**config.mk**
```make
export PLATFORM = sky130hd
export DESIGN_NAME = seq_burst_arbiter
export DESIGN_NICKNAME = d
export VERILOG_FILES = /design/src/rtl/seq_burst_arbiter.sv
export SDC_FILE = /design/constraint.sdc
export NUM_CORES = 1
export LEC_CHECK = 0
export CORE_MARGIN = 8
export CORE_UTILIZATION = 50
export CTS_CLUSTER_SIZE = 16
export DETAILED_ROUTE_END_ITERATION = 7
export PLACE_DENSITY = 0.87
export SYNTH_ARGS = -nofsm -noshare
export SYNTH_HDL_FRONTEND = slang
export SYNTH_SLANG_ARGS = --single-unit
```
**constraint.sdc**
```tcl
create_clock -name clk -period 4.9 [get_ports clk]
set_input_delay 0.735 -clock clk [delete_from_list [all_inputs] [get_ports clk]]
set_output_delay 0.735 -clock clk [all_outputs]
set_load 0.01 [all_outputs]
```
**src/rtl/seq_burst_arbiter.sv**
```systemverilog
// seq_burst_arbiter
//   Two-requester round-robin burst arbiter. Both requesters share one
//   custom-order sequence generator. Each granted burst delivers 'len' steps
//   of that sequence. An IDLE -> RUN -> GAP FSM sequences the bursts, and all
//   outputs are registered.
//
// Ports
//   clk    in   rising-edge clock
//   reset  in   asynchronous, active-high reset
//   req    in   [1:0] level burst request per requester, held until granted
//   len0   in   [LEN_W-1:0] burst length of requester 0, sampled at grant
//   len1   in   [LEN_W-1:0] burst length of requester 1, sampled at grant
//   gnt    out  [1:0] one-hot grant, high for the whole burst
//   count  out  [3:0] current value of the shared sequence generator
//   valid  out  count is a delivered step for the granted requester
//   last   out  final step of the current burst (only with valid)
//   done   out  [1:0] one-cycle pulse to the owner after a completed burst
//   abort  out  one-cycle pulse after a burst cut short by request withdrawal
module seq_burst_arbiter #(
  parameter int LEN_W = 4
) (
  input  logic             clk,
  input  logic             reset,
  input  logic [1:0]       req,
  input  logic [LEN_W-1:0] len0,
  input  logic [LEN_W-1:0] len1,
  output logic [1:0]       gnt,
  output logic [3:0]       count,
  output logic             valid,
  output logic             last,
  output logic [1:0]       done,
  output logic             abort
);

  typedef enum logic [1:0] {IDLE, RUN, GAP} state_t;

  state_t           state;
  logic             ptr;        // requester favoured when both request
  logic             owner;      // requester holding the current burst
  logic [LEN_W-1:0] remaining;  // steps left including the one on display

  // Successor of the shared sequence; unlisted values recover to 0000.
  function automatic logic [3:0] seq_next(input logic [3:0] v);
    case (v)
      4'b0000: seq_next = 4'b1001;
      4'b1001: seq_next = 4'b1010;
      4'b1010: seq_next = 4'b1100;
      4'b1100: seq_next = 4'b0111;
      4'b0111: seq_next = 4'b1101;
      4'b1101: seq_next = 4'b0100;
      4'b0100: seq_next = 4'b0101;
      4'b0101: seq_next = 4'b0110;
      default: seq_next = 4'b0000;
    endcase
  endfunction

  // Arbitration choice: a lone requester always wins; otherwise the pointer decides.
  logic             pick;
  logic [LEN_W-1:0] pick_len;

  always_comb begin
    pick = ptr;
    if (req == 2'b01)
      pick = 1'b0;
    else if (req == 2'b10)
      pick = 1'b1;
    pick_len = pick ? len1 : len0;
  end

  always_ff @(posedge clk or posedge reset) begin
    if (reset) begin
      state     <= IDLE;
      ptr       <= 1'b0;
      owner     <= 1'b0;
      remaining <= '0;
      count     <= 4'b0000;
      gnt       <= 2'b00;
      valid     <= 1'b0;
      last      <= 1'b0;
      done      <= 2'b00;
      abort     <= 1'b0;
    end else begin
      done  <= 2'b00;
      abort <= 1'b0;
      // The generator steps once per delivered (valid) cycle only.
      if (valid)
        count <= seq_next(count);
      case (state)
        IDLE: begin
          if (|req) begin
            state     <= RUN;
            owner     <= pick;
            gnt       <= pick ? 2'b10 : 2'b01;
            valid     <= 1'b1;
            // A zero length still delivers one step.
            remaining <= (pick_len == '0) ? LEN_W'(1) : pick_len;
            last      <= (pick_len <= LEN_W'(1));
          end
        end
        RUN: begin
          if (!req[owner] || remaining == LEN_W'(1)) begin
            // Withdrawal wins over completion; the current step was still delivered.
            if (!req[owner])
              abort <= 1'b1;
            else
              done  <= owner ? 2'b10 : 2'b01;
            state     <= GAP;
            gnt       <= 2'b00;
            valid     <= 1'b0;
            last      <= 1'b0;
            remaining <= '0;
            ptr       <= ~owner;
          end else begin
            remaining <= remaining - LEN_W'(1);
            last      <= (remaining == LEN_W'(2));
          end
        end
        GAP: begin
          state <= IDLE;
        end
        default: begin
          state <= IDLE;
        end
      endcase
    end
  end

endmodule

```
==> key figures, run 1 <==
Worst setup path
  • Startpoint types: register
  • CP Cell Sequence: clkdlybuf4s50_1
  • WP data arrival: 1.44 ns
  • Required @ worst endpoint: 4.16 ns
  • CP endpoint kind: output pin
  • RR Endpoint: last$_DFFE_PP0P_
  • CP max stage delay: 0.60 ns
  • Critical path peak fanout: 11
  • Cell family with most CP delay: buffers and inverters
  • Kind of critical path: reg -> out
  • Reg2Reg Launch Point: remaining[0]$_DFFE_PP0P_
  • R2R cell count: 5
  • Buf/Inv on CP: 1
  • R2R setup slack: 3.15 ns
  • CP max stage cell: clkdlybuf4s50_1

Clock network
  • Worst-path clk slew: 0.12 ns
  • CTS tree: built
  • Clk buf depth: 2
  • # H-tree levels: 1
  • Total CTS buffers: 3
  • Clock sinks: 19
  • Root Buffer: clkbuf_4
  • Clk Latency, worst-skew pair: 0.29 ns
  • CTS Hold Bufs: 0
  • Number of setup buffers added after CTS: 0
  • Post-cts resize count: 0

Timing
  • Slew Limit Fails: 0
  • Clk_skew: 0.0122 ns
  • Fmax: 461 MHz
  • Slew @ Worst Pin: 0.712 ns
  • Worst hold slack: approximately 0.51 ns
  • Final hold vios: 0
  • Final period util: 44.3%
  • Final setup fails: 0
  • Worst slew margin: 52.5%
  • Setup TNS: 0 ns
  • Tmin final: between 2 and 2.5 ns
  • Unrepaired setup endpoints after global routing: no

Finish
  • Fraction of layout instances using a drive strength above 1: 9.02%
  • Area Growth Syn to Fin: 25.3%
  • Commonest non-fill, non-tap cells in the layout: 22 x clkdlybuf4s50_1, 19 x dfrtp_1, 14 x nand2_1
  • Diode count: 0
  • Most common cell after layout, fill and taps aside: clkdlybuf4s50_1
  • Filler instances: 155
  • Nets: 153

Synthesis
  • Synth Flop Type: dfrtp_1
  • Yosys Warn Count: 0
  • Sequential area share after synthesis: between 40 and 50%
  • Synthesis-stage register bit count: 19
  • Post-Syn Nets: 129
  • Post-synth EDFFs: 0
  • FFs w/ async S/R, synth: 100%
  • Cell area after synthesis: 1060 sq um
  • Distinct cells, synth: 31
  • Cells after synthesis: 110
  • Avg Cell Area, Syn: 9.67 sq um

Route
  • DRC viols: 0
  • Routed length per instance: around 14 um
  • Final wirelength: approximately 2200 um
  • Final ANT Viol Nets: 0
  • DRT Pass-1 Iters: 4
  • Via density per instance: around 5.3
  • Routed via count: 852
  • Initial detailed-routing violation count: 20

Power
  • Comb pwr share: 51.8%
  • Final Power: a little over 0.0008 W
  • Sw frac: around two fifths
  • Switching power: 0.000336 W
  • Clock Power Share: 9.8%
  • Power Density: 603 nW/um^2
  • Reg power frac: 38.4%
  • Leakage: 0.602 nW
  • Worst vdd ir: 0.000340 V
  • Internal Pwr Total: 0.000468 W

GRT
  • Grt peak-use layer: met2
  • GRT Total Usage: roughly an eighth
  • GRT met1 Usage: 13.3%
  • Vias in the first global route: roughly 860
  • Met2 usage: between 20% and 30%
  • Met3 Resource Use GR: ~3.2%
  • Initial antenna violation count: 0
  • Largest net degree at the start of global routing: 20
  • Global-route wire length before repair: 3980 um
  • Gr ovfl total: 0

Floorplanning
  • Die area: 3860 sq um
  • Chip Width: 62.1 um
  • Starting Density: 53.7%
  • Row Count: 16
  • Core outline area: 1980 sq um
  • I/O pins: 23
  • Die Ht: 62.1 um

Placed design
  • Dpl hpwl: 1750 um
  • Gpl congestion: roughly 0.87
  • Port bufs: 22

Min path
  • Hold depth: 2
  • Min-Delay Startpoint: gnt[0]$_DFFE_PP0P_
  • Hold EP: gnt[0]$_DFFE_PP0P_
  • Worst Hold Class: reg -> reg

Outcome
  • Status: completed

Flow run
  • Maximum capacitance violations: 0
state kept, by name (all words and copies together) (netlist names):
signal and count:
owner 1, valid 1, count 4, remaining 4, gnt 2, abort 1
state 2, done 2, last 1, ptr 1
cell usage after synthesis (all sizes together), types with 2 or more instances:
cell type / count / area [sq um]
dfrtp: 19 / 475
nand2: 14 / 52.6
inv: 11 / 41.3
o21ai: 9 / 45.0
ha: 7 / 87.6
nor2: 7 / 26.3
a21oi: 6 / 30.0
mux2i: 5 / 50.1
nand3: 4 / 32.5
clkbuf: 3 / 11.3
mux2: 3 / 37.5
a22o: 2 / 17.5
nand2b: 2 / 12.5
nor3: 2 / 10.0
o221ai: 2 / 17.5
or2: 2 / 12.5
power by group through the flow:
stage | Combinational [W] | Sequential (W) | Clock [W]
2_1_floorplan | 0.000290 | 0.000292 | 0
3_3_place_gp | 0.000402 | 0.000307 | 0
4_1_cts | 0.000419 | 0.000308 | 0.0000783
3_5_place_dp | 0.000418 | 0.000311 | 0
6_report | 0.000417 | 0.000309 | 0.0000790
5_1_grt | 0.000465 | 0.000323 | 0.0000845
routing by layer:
layer  up-vias  routed length (um)
li1        426                   -
met1       400                 966
met2        24                1130
met3         2                 121
met4         0                  18
met5         -                   0
how the worst max path moves through the flow:
stage / startpoint / to / slack (ns) / cells after the start
floorplan: req[1] / remaining[2]$_DFFE_PP0P_ / 3.15 / 5
global placement: req[1] / remaining[3]$_DFFE_PP0P_ / 2.54 / 6
detailed placement: req[1] / remaining[2]$_DFFE_PP0P_ / 2.46 / 6
CTS: valid$_DFFE_PP0P_ / valid / 2.73 / 1
global route: req[1] / remaining[2]$_DFFE_PP0P_ / 2.64 / 6
finish: valid$_DFFE_PP0P_ / valid / 2.73 / 1
through the flow:
stage                     instance area [sq um]  util [%]  std cells  setup slack (ns)
final                                      1330      67.2        160              2.73
after global routing                       1330      67.2        160              2.64
after CTS                                  1330      67.2        160              2.73
after detailed placement                   1310      65.9        156              2.46
after global placement                     1310      65.9        156              2.54
after floorplan                            1060         -        110              3.15
kinds of logic (layout without fill, tap and decap cells):
family	after synthesis	in the layout	share of synthesized area, %
adders and majority gates	8	8	9.29
and+or+nand+nor	36	36	18.0
AOI/OAI and AO/OA	25	25	14.8
muxes	8	8	8.23
DFF	19	19	44.7
buffers and inverters	14	37	4.94
final cells by class:
cell class / count / area (sq um) / share of cell area, %
inverter: 11 / 41.3 / 3.10
multi-input combinational: 77 / 536 / 40.2
clock buffer: 4 / 26.3 / 1.97
sequential: 19 / 475 / 35.7
tap: 27 / 33.8 / 2.54
timing repair buffer: 22 / 220 / 16.5
Power figures use the tool's default switching activity.
==> run 2: changes to the inputs <==
- CORE_UTILIZATION: 50 -> 44
- PLACE_DENSITY: 0.87 -> 0.82
- clock period: 4.9 -> 1.9 ns (I/O delays scaled with it)
==> run 2 against run 1 <==
  * Clock power grew to 2.5 times the previous value
  * Sequential power grew to 2.6 times the previous value
  * Largest power group unchanged
  * Non-clock buffer count is 7 higher
  * Register-to-register slack worse by 3.0 ns
  * Sequential share of layout area is 1.4 points lower
  * Critical path type unchanged
==> key figures, run 2 (synthesized netlist as in run 1, its figures left out) <==
Timing
  • Worst slew margin: 78.7% (was 52.5%)
  • Final setup margin: 0.175 ns (was 2.73 ns)
  • Clk_skew: 0.00523 ns (was 0.0122 ns)
  • Slew Limit Fails: 0 (unchanged)
  • Final hold vios: 0 (unchanged)
  • Fmax: 580 MHz
  • Final period util: around nine tenths
  • Slew @ Worst Pin: 0.319 ns (was 0.712 ns)
  • Tmin final: 1.73 ns
  • Unrepaired setup endpoints after global routing: no (unchanged)
  • Final setup fails: 0 (unchanged)

Clock network
  • CTS tree: built (unchanged)
  • Number of setup buffers added after CTS: 0 (unchanged)
  • CTS Hold Bufs: 0 (unchanged)
  • Clk buf depth: 2 (unchanged)
  • Root Buffer: clkbuf_4 (unchanged)
  • Clk Latency, worst-skew pair: 0.29 ns (about the same)
  • Post-cts resize count: 0 (unchanged)
  • Worst-path clk slew: 0.10 ns (was 0.12 ns)
  • Total CTS buffers: 3 (unchanged)
  • # H-tree levels: 1 (unchanged)
  • Clock sinks: 19 (unchanged)

Worst setup path
  • CP max stage delay: 0.60 ns (about the same)
  • R2R cell count: 7 (was 5)
  • RR Endpoint: remaining[2]$_DFFE_PP0P_ (was last$_DFFE_PP0P_)
  • CP endpoint kind: output pin (unchanged)
  • Critical path peak fanout: 11 (unchanged)
  • R2R setup slack: 0.19 ns (was 3.15 ns)
  • Cell family with most CP delay: buffers and inverters (unchanged)
  • CP max stage cell: clkdlybuf4s50_1 (unchanged)
  • CP Cell Sequence: clkdlybuf4s50_1 (unchanged)
  • Kind of critical path: reg -> out (unchanged)
  • Buf/Inv on CP: 1 (unchanged)
  • Reg2Reg Launch Point: remaining[1]$_DFFE_PP0P_ (was remaining[0]$_DFFE_PP0P_)
  • Startpoint types: register (unchanged)
  • Required @ worst endpoint: 1.62 ns (was 4.16 ns)
  • WP data arrival: 1.44 ns (about the same)

GRT
  • Global-route wire length before repair: 3810 um (was 3980 um)
  • GRT Total Usage: 10.8% (was 12.0%)
  • Initial antenna violation count: 0 (unchanged)
  • Largest net degree at the start of global routing: 20 (unchanged)
  • Vias in the first global route: 888 (was 859)
  • Gr ovfl total: 0 (unchanged)

Route
  • DRC viols: 0 (unchanged)
  • Initial detailed-routing violation count: 63 (was 20)
  • Final ANT Viol Nets: 0 (unchanged)
  • Via density per instance: 5.23 (was 5.33)
  • DRT Pass-1 Iters: 4 (unchanged)
  • Final wirelength: 2320 um (was 2230 um)
  • Routed length per instance: 13.7 um (was 14.0 um)
  • Routed via count: 889 (was 852)

Power
  • Worst vdd ir: 0.000910 V (was 0.000340 V)
  • Final Power: 0.00214 W (was 0.000804 W)
  • Leakage: 0.635 nW (was 0.602 nW)
  • Power Density: 1540 nW/um^2 (was 603 nW/um^2)

Placed design
  • Dpl hpwl: 1900 um (was 1750 um)
  • Worst slack at placement: -0.00383 ns (was 2.46 ns)
  • Gpl congestion: 0.897 (was 0.872)
  • Port bufs: 22 (unchanged)
  • Placed inst area: 1360 sq um (was 1310 sq um)

Finish
  • Commonest non-fill, non-tap cells in the layout: 22 x clkdlybuf4s50_1, 19 x dfrtp_1, 14 x nand2_1 (unchanged)
  • Diode count: 0 (unchanged)
  • Area Growth Syn to Fin: 30.6% (was 25.3%)
  • Largest registers: count: 4 flops, remaining: 4 flops (unchanged)
  • Nets: 160 (was 153)
  • Design area: 1390 sq um (was 1330 sq um)
  • Most common cell after layout, fill and taps aside: clkdlybuf4s50_1 (unchanged)
  • Fraction of layout instances using a drive strength above 1: 13.6% (was 9.02%)

Floorplanning
  • Row Count: 18 (was 16)
  • Die area: 4250 sq um (was 3860 sq um)
  • Core outline area: 2390 sq um (was 1980 sq um)
  • Chip Width: 65.2 um (was 62.1 um)
  • Starting Density: 44.5% (was 53.7%)
  • I/O pins: 23 (unchanged)
  • Die Ht: 65.2 um (was 62.1 um)

Flow run
  • Maximum capacitance violations: 0 (unchanged)

Outcome
  • Status: completed (unchanged)

Min path
  • Worst Hold Class: in -> async (was reg -> reg)
==> run 2: cell type report <==
type,count,area (sq um)
inverters,11,41.3
repair buffers,29,273
well taps,30,37.5
clock buffers,4,26.3
fillers,222,998
multi-input cells,77,536
flip-flops and latches,19,475
==> run 2: how the worst max path moves through the flow <==
stage                                   from                  endpoint  slack, ns  depth (start not counted)
floorplan           remaining[0]$_DFFE_PP0P_          last$_DFFE_PP0P_       0.29                          5
global placement                      req[1]  remaining[2]$_DFFE_PP0P_       0.05                          6
detailed placement                    req[1]  remaining[2]$_DFFE_PP0P_     -0.004                          6
CTS                        valid$_DFFE_PP0P_                     valid       0.17                          1
global route               valid$_DFFE_PP0P_                     valid       0.11                          1
finish                     valid$_DFFE_PP0P_                     valid       0.17                          1
==> run 2: where the power goes <==
group          leakage (nW)  total [W]  switching (W)  internal [W]
clock network        0.0150   0.000199       0.000117     0.0000817
logic                 0.382    0.00114       0.000545      0.000595
registers             0.238   0.000803       0.000220      0.000583
==> run 2: metrics by stage <==
| stage | hold slack [ns] | TNS (ns) | util (%) | instances |
|---|---|---|---|---|
| 2_1_floorplan | 0.236 | 0 | - | 110 |
| 3_3_place_gp | 0.473 | 0 | 57.1 | 166 |
| 3_5_place_dp | 0.484 | -0.00383 | 57.1 | 166 |
| 4_1_cts | 0.306 | 0 | 58.2 | 170 |
| 5_1_grt | 0.348 | 0 | 58.2 | 170 |
| 6_report | 0.302 | 0 | 58.2 | 170 |
==> run 2: layer usage <==
| metal | vias up | part of all wire (%) | global-route usage [%] |
|---|---|---|---|
| met1 | 420 | 43 | 11.9 |
| met3 | 2 | 5.2 | 2.21 |
| met2 | 23 | 51 | 20.2 |
| met4 | 0 | 0.43 | 3.27 |
| li1 | 444 | - | - |
| met5 | - | 0 | 0 |
==> run 3: changes to the inputs <==
- PLACE_DENSITY: 0.82 -> 0.74
==> run 3 against run 2 <==
  * Power decreased by 0.29%
  * Design area hardly changed
  * Non-clock buffer count is the same
  * Sequential share of layout area barely moved
  * Critical path depth rose by 6
  * Register-to-register slack about the same
  * Wire length down 4.9%
  * Global-route usage is 0.067 points higher
  * Utilization grew 0.052 points
  * Critical endpoint is now remaining[2]$_DFFE_PP0P_
  * Highest routed layer unchanged
==> key figures, run 3 (synthesized netlist as in run 1, its figures left out) <==
Placed design
  • Dpl hpwl: 1780 um (was 1900 um)
  • Placed inst area: 1360 sq um (unchanged)
  • Port bufs: 22 (unchanged)
  • Gpl congestion: 0.885 (was 0.897)

Worst setup path
  • Critical path peak fanout: 8 (was 11)
  • Kind of critical path: reg -> reg (was reg -> out)
  • Startpoint types: register (unchanged)
  • WP data arrival: 1.92 ns (was 1.44 ns)
  • R2R cell count: 7 (unchanged)
  • Setup crit start: remaining[1]$_DFFE_PP0P_ (was valid$_DFFE_PP0P_)
  • Reg2Reg Launch Point: remaining[1]$_DFFE_PP0P_ (unchanged)
  • CP endpoint kind: register (was output pin)
  • Required @ worst endpoint: 2.10 ns (was 1.62 ns)

Clock network
  • CTS Hold Bufs: 0 (unchanged)
  • Total CTS buffers: 3 (unchanged)
  • Clk buf depth: 2 (unchanged)
  • Clock sinks: 19 (unchanged)
  • Number of setup buffers added after CTS: 0 (unchanged)
  • Root Buffer: clkbuf_4 (unchanged)
  • CTS tree: built (unchanged)
  • # H-tree levels: 1 (unchanged)
  • Worst-path clk slew: 0.11 ns (was 0.10 ns)
  • Clk Latency, worst-skew pair: 0.30 ns (was 0.29 ns)
  • Post-cts resize count: 0 (unchanged)

Route
  • Routed via count: 908 (was 889)
  • Routed length per instance: 13.0 um (was 13.7 um)
  • DRT Pass-1 Iters: 4 (unchanged)
  • Met2 Wirelength: 1130 um (was 1180 um)
  • DRC viols: 0 (unchanged)
  • Final wirelength: 2210 um (was 2320 um)
  • Final ANT Viol Nets: 0 (unchanged)
  • Initial detailed-routing violation count: 88 (was 63)
  • M1 WL: 918 um (was 1010 um)
  • Via density per instance: 5.34 (was 5.23)
  • Highest routed metal layer: met4 (unchanged)
  • Met3 Routed Length: 152 um (was 120 um)

Power
  • Worst vdd ir: 0.000908 V (was 0.000910 V)
  • Power Density: 1540 nW/um^2 (about the same)
  • Leakage: 0.638 nW (was 0.635 nW)

Floorplanning
  • Die area: 4250 sq um (unchanged)
  • Starting Density: 44.5% (unchanged)
  • Core outline area: 2390 sq um (unchanged)
  • Die Ht: 65.2 um (unchanged)
  • I/O pins: 23 (unchanged)
  • Chip Width: 65.2 um (unchanged)
  • Row Count: 18 (unchanged)

Finish
  • Design area: 1390 sq um (about the same)
  • Nets: 160 (unchanged)
  • Area Growth Syn to Fin: 30.7% (was 30.6%)
  • Largest registers: count: 4 flops, remaining: 4 flops (unchanged)
  • Commonest non-fill, non-tap cells in the layout: 22 x clkdlybuf4s50_1, 19 x dfrtp_1, 14 x nand2_1 (unchanged)
  • Fraction of layout instances using a drive strength above 1: 14.3% (was 13.6%)
  • Diode count: 0 (unchanged)
  • Most common cell after layout, fill and taps aside: clkdlybuf4s50_1 (unchanged)

GRT
  • Gr ovfl total: 0 (unchanged)
  • GRT Total Usage: 10.9% (was 10.8%)
  • Global-route wire length before repair: 3800 um (was 3810 um)
  • Vias in the first global route: 912 (was 888)
  • Largest net degree at the start of global routing: 20 (unchanged)
  • Initial antenna violation count: 0 (unchanged)

Timing
  • Final setup fails: 0 (unchanged)
  • Slew @ Worst Pin: 0.308 ns (was 0.319 ns)
  • Unrepaired setup endpoints after global routing: no (unchanged)
  • Worst hold slack: 0.290 ns (was 0.302 ns)
  • Tmin final: 1.72 ns (was 1.73 ns)
  • Final hold vios: 0 (unchanged)
  • Worst slew margin: 79.5% (was 78.7%)
  • Final period util: 90.8% (about the same)
  • Slew Limit Fails: 0 (unchanged)
  • Fmax: 580 MHz (about the same)
  • Clk_skew: 0.00243 ns (was 0.00523 ns)
  • Setup TNS: 0 ns (unchanged)

Min path
  • Worst Hold Class: in -> async (unchanged)

Flow run
  • Maximum capacitance violations: 0 (unchanged)

Outcome
  • Status: completed (unchanged)
## run 3: cell count changes in the layout (fill, tap and decap cells not counted)
cell | before | now
clkbuf_1 | 1 | 0
clkinv_2 | 0 | 1
## run 3: critical path, stage by stage, from the launching register on
cell and delay [ns]:
dfrtp_1 0.41, inv_1 0.11, ha_1 0.14, or3b_4 0.41, nand3_4 0.10, buf_4 0.15
o32ai_1 0.08, a22o_1 0.23
## run 3: area by class of cell
class	instances	area, sq um
Clock buffer	3	22.5
Clock inverter	1	5.00
Fill cell	226	997
Inverter	11	41.3
Multi-Input combinational cell	77	536
Sequential cell	19	475
Tap cell	30	37.5
Timing Repair Buffer	29	273
## run 3: final timing paths
path	to	slack, ns
setup / recovery	remaining[2]$_DFFE_PP0P_	0.18
hold / removal	gnt[0]$_DFFE_PP0P_	0.29
setup reg to reg	remaining[2]$_DFFE_PP0P_	0.18
hold reg to reg	gnt[1]$_DFFE_PP0P_	0.50
max in group asynchronous	count[0]$_DFFE_PP0P_	1.41
min in group clk	gnt[1]$_DFFE_PP0P_	0.50
## run 3: per-stage QoR
| step | setup WS [ns] | power, W | instances | util [%] |
|---|---|---|---|---|
| after global placement | 0.0392 | 0.00190 | 166 | 57.1 |
| after floorplan | 0.287 | 0.00150 | 110 | - |
| after CTS | 0.165 | 0.00215 | 170 | 58.2 |
| after detailed placement | -0.00701 | 0.00194 | 166 | 57.1 |
| final | 0.175 | 0.00214 | 170 | 58.2 |
| after global routing | 0.0772 | 0.00233 | 170 | 58.2 |
## run 3: metal layers
metal / vias up / GRT usage [%]
li1: 446 / -
met1: 434 / 11.5
met2: 26 / 20.0
met3: 2 / 3.40
met4: 0 / 3.27
met5: - / 0
## run 3: where the power goes
part           internal (W)  leakage [nW]  switching, W
sequential         0.000583         0.238      0.000214
combinational      0.000595         0.382      0.000537
clock             0.0000784        0.0177      0.000128
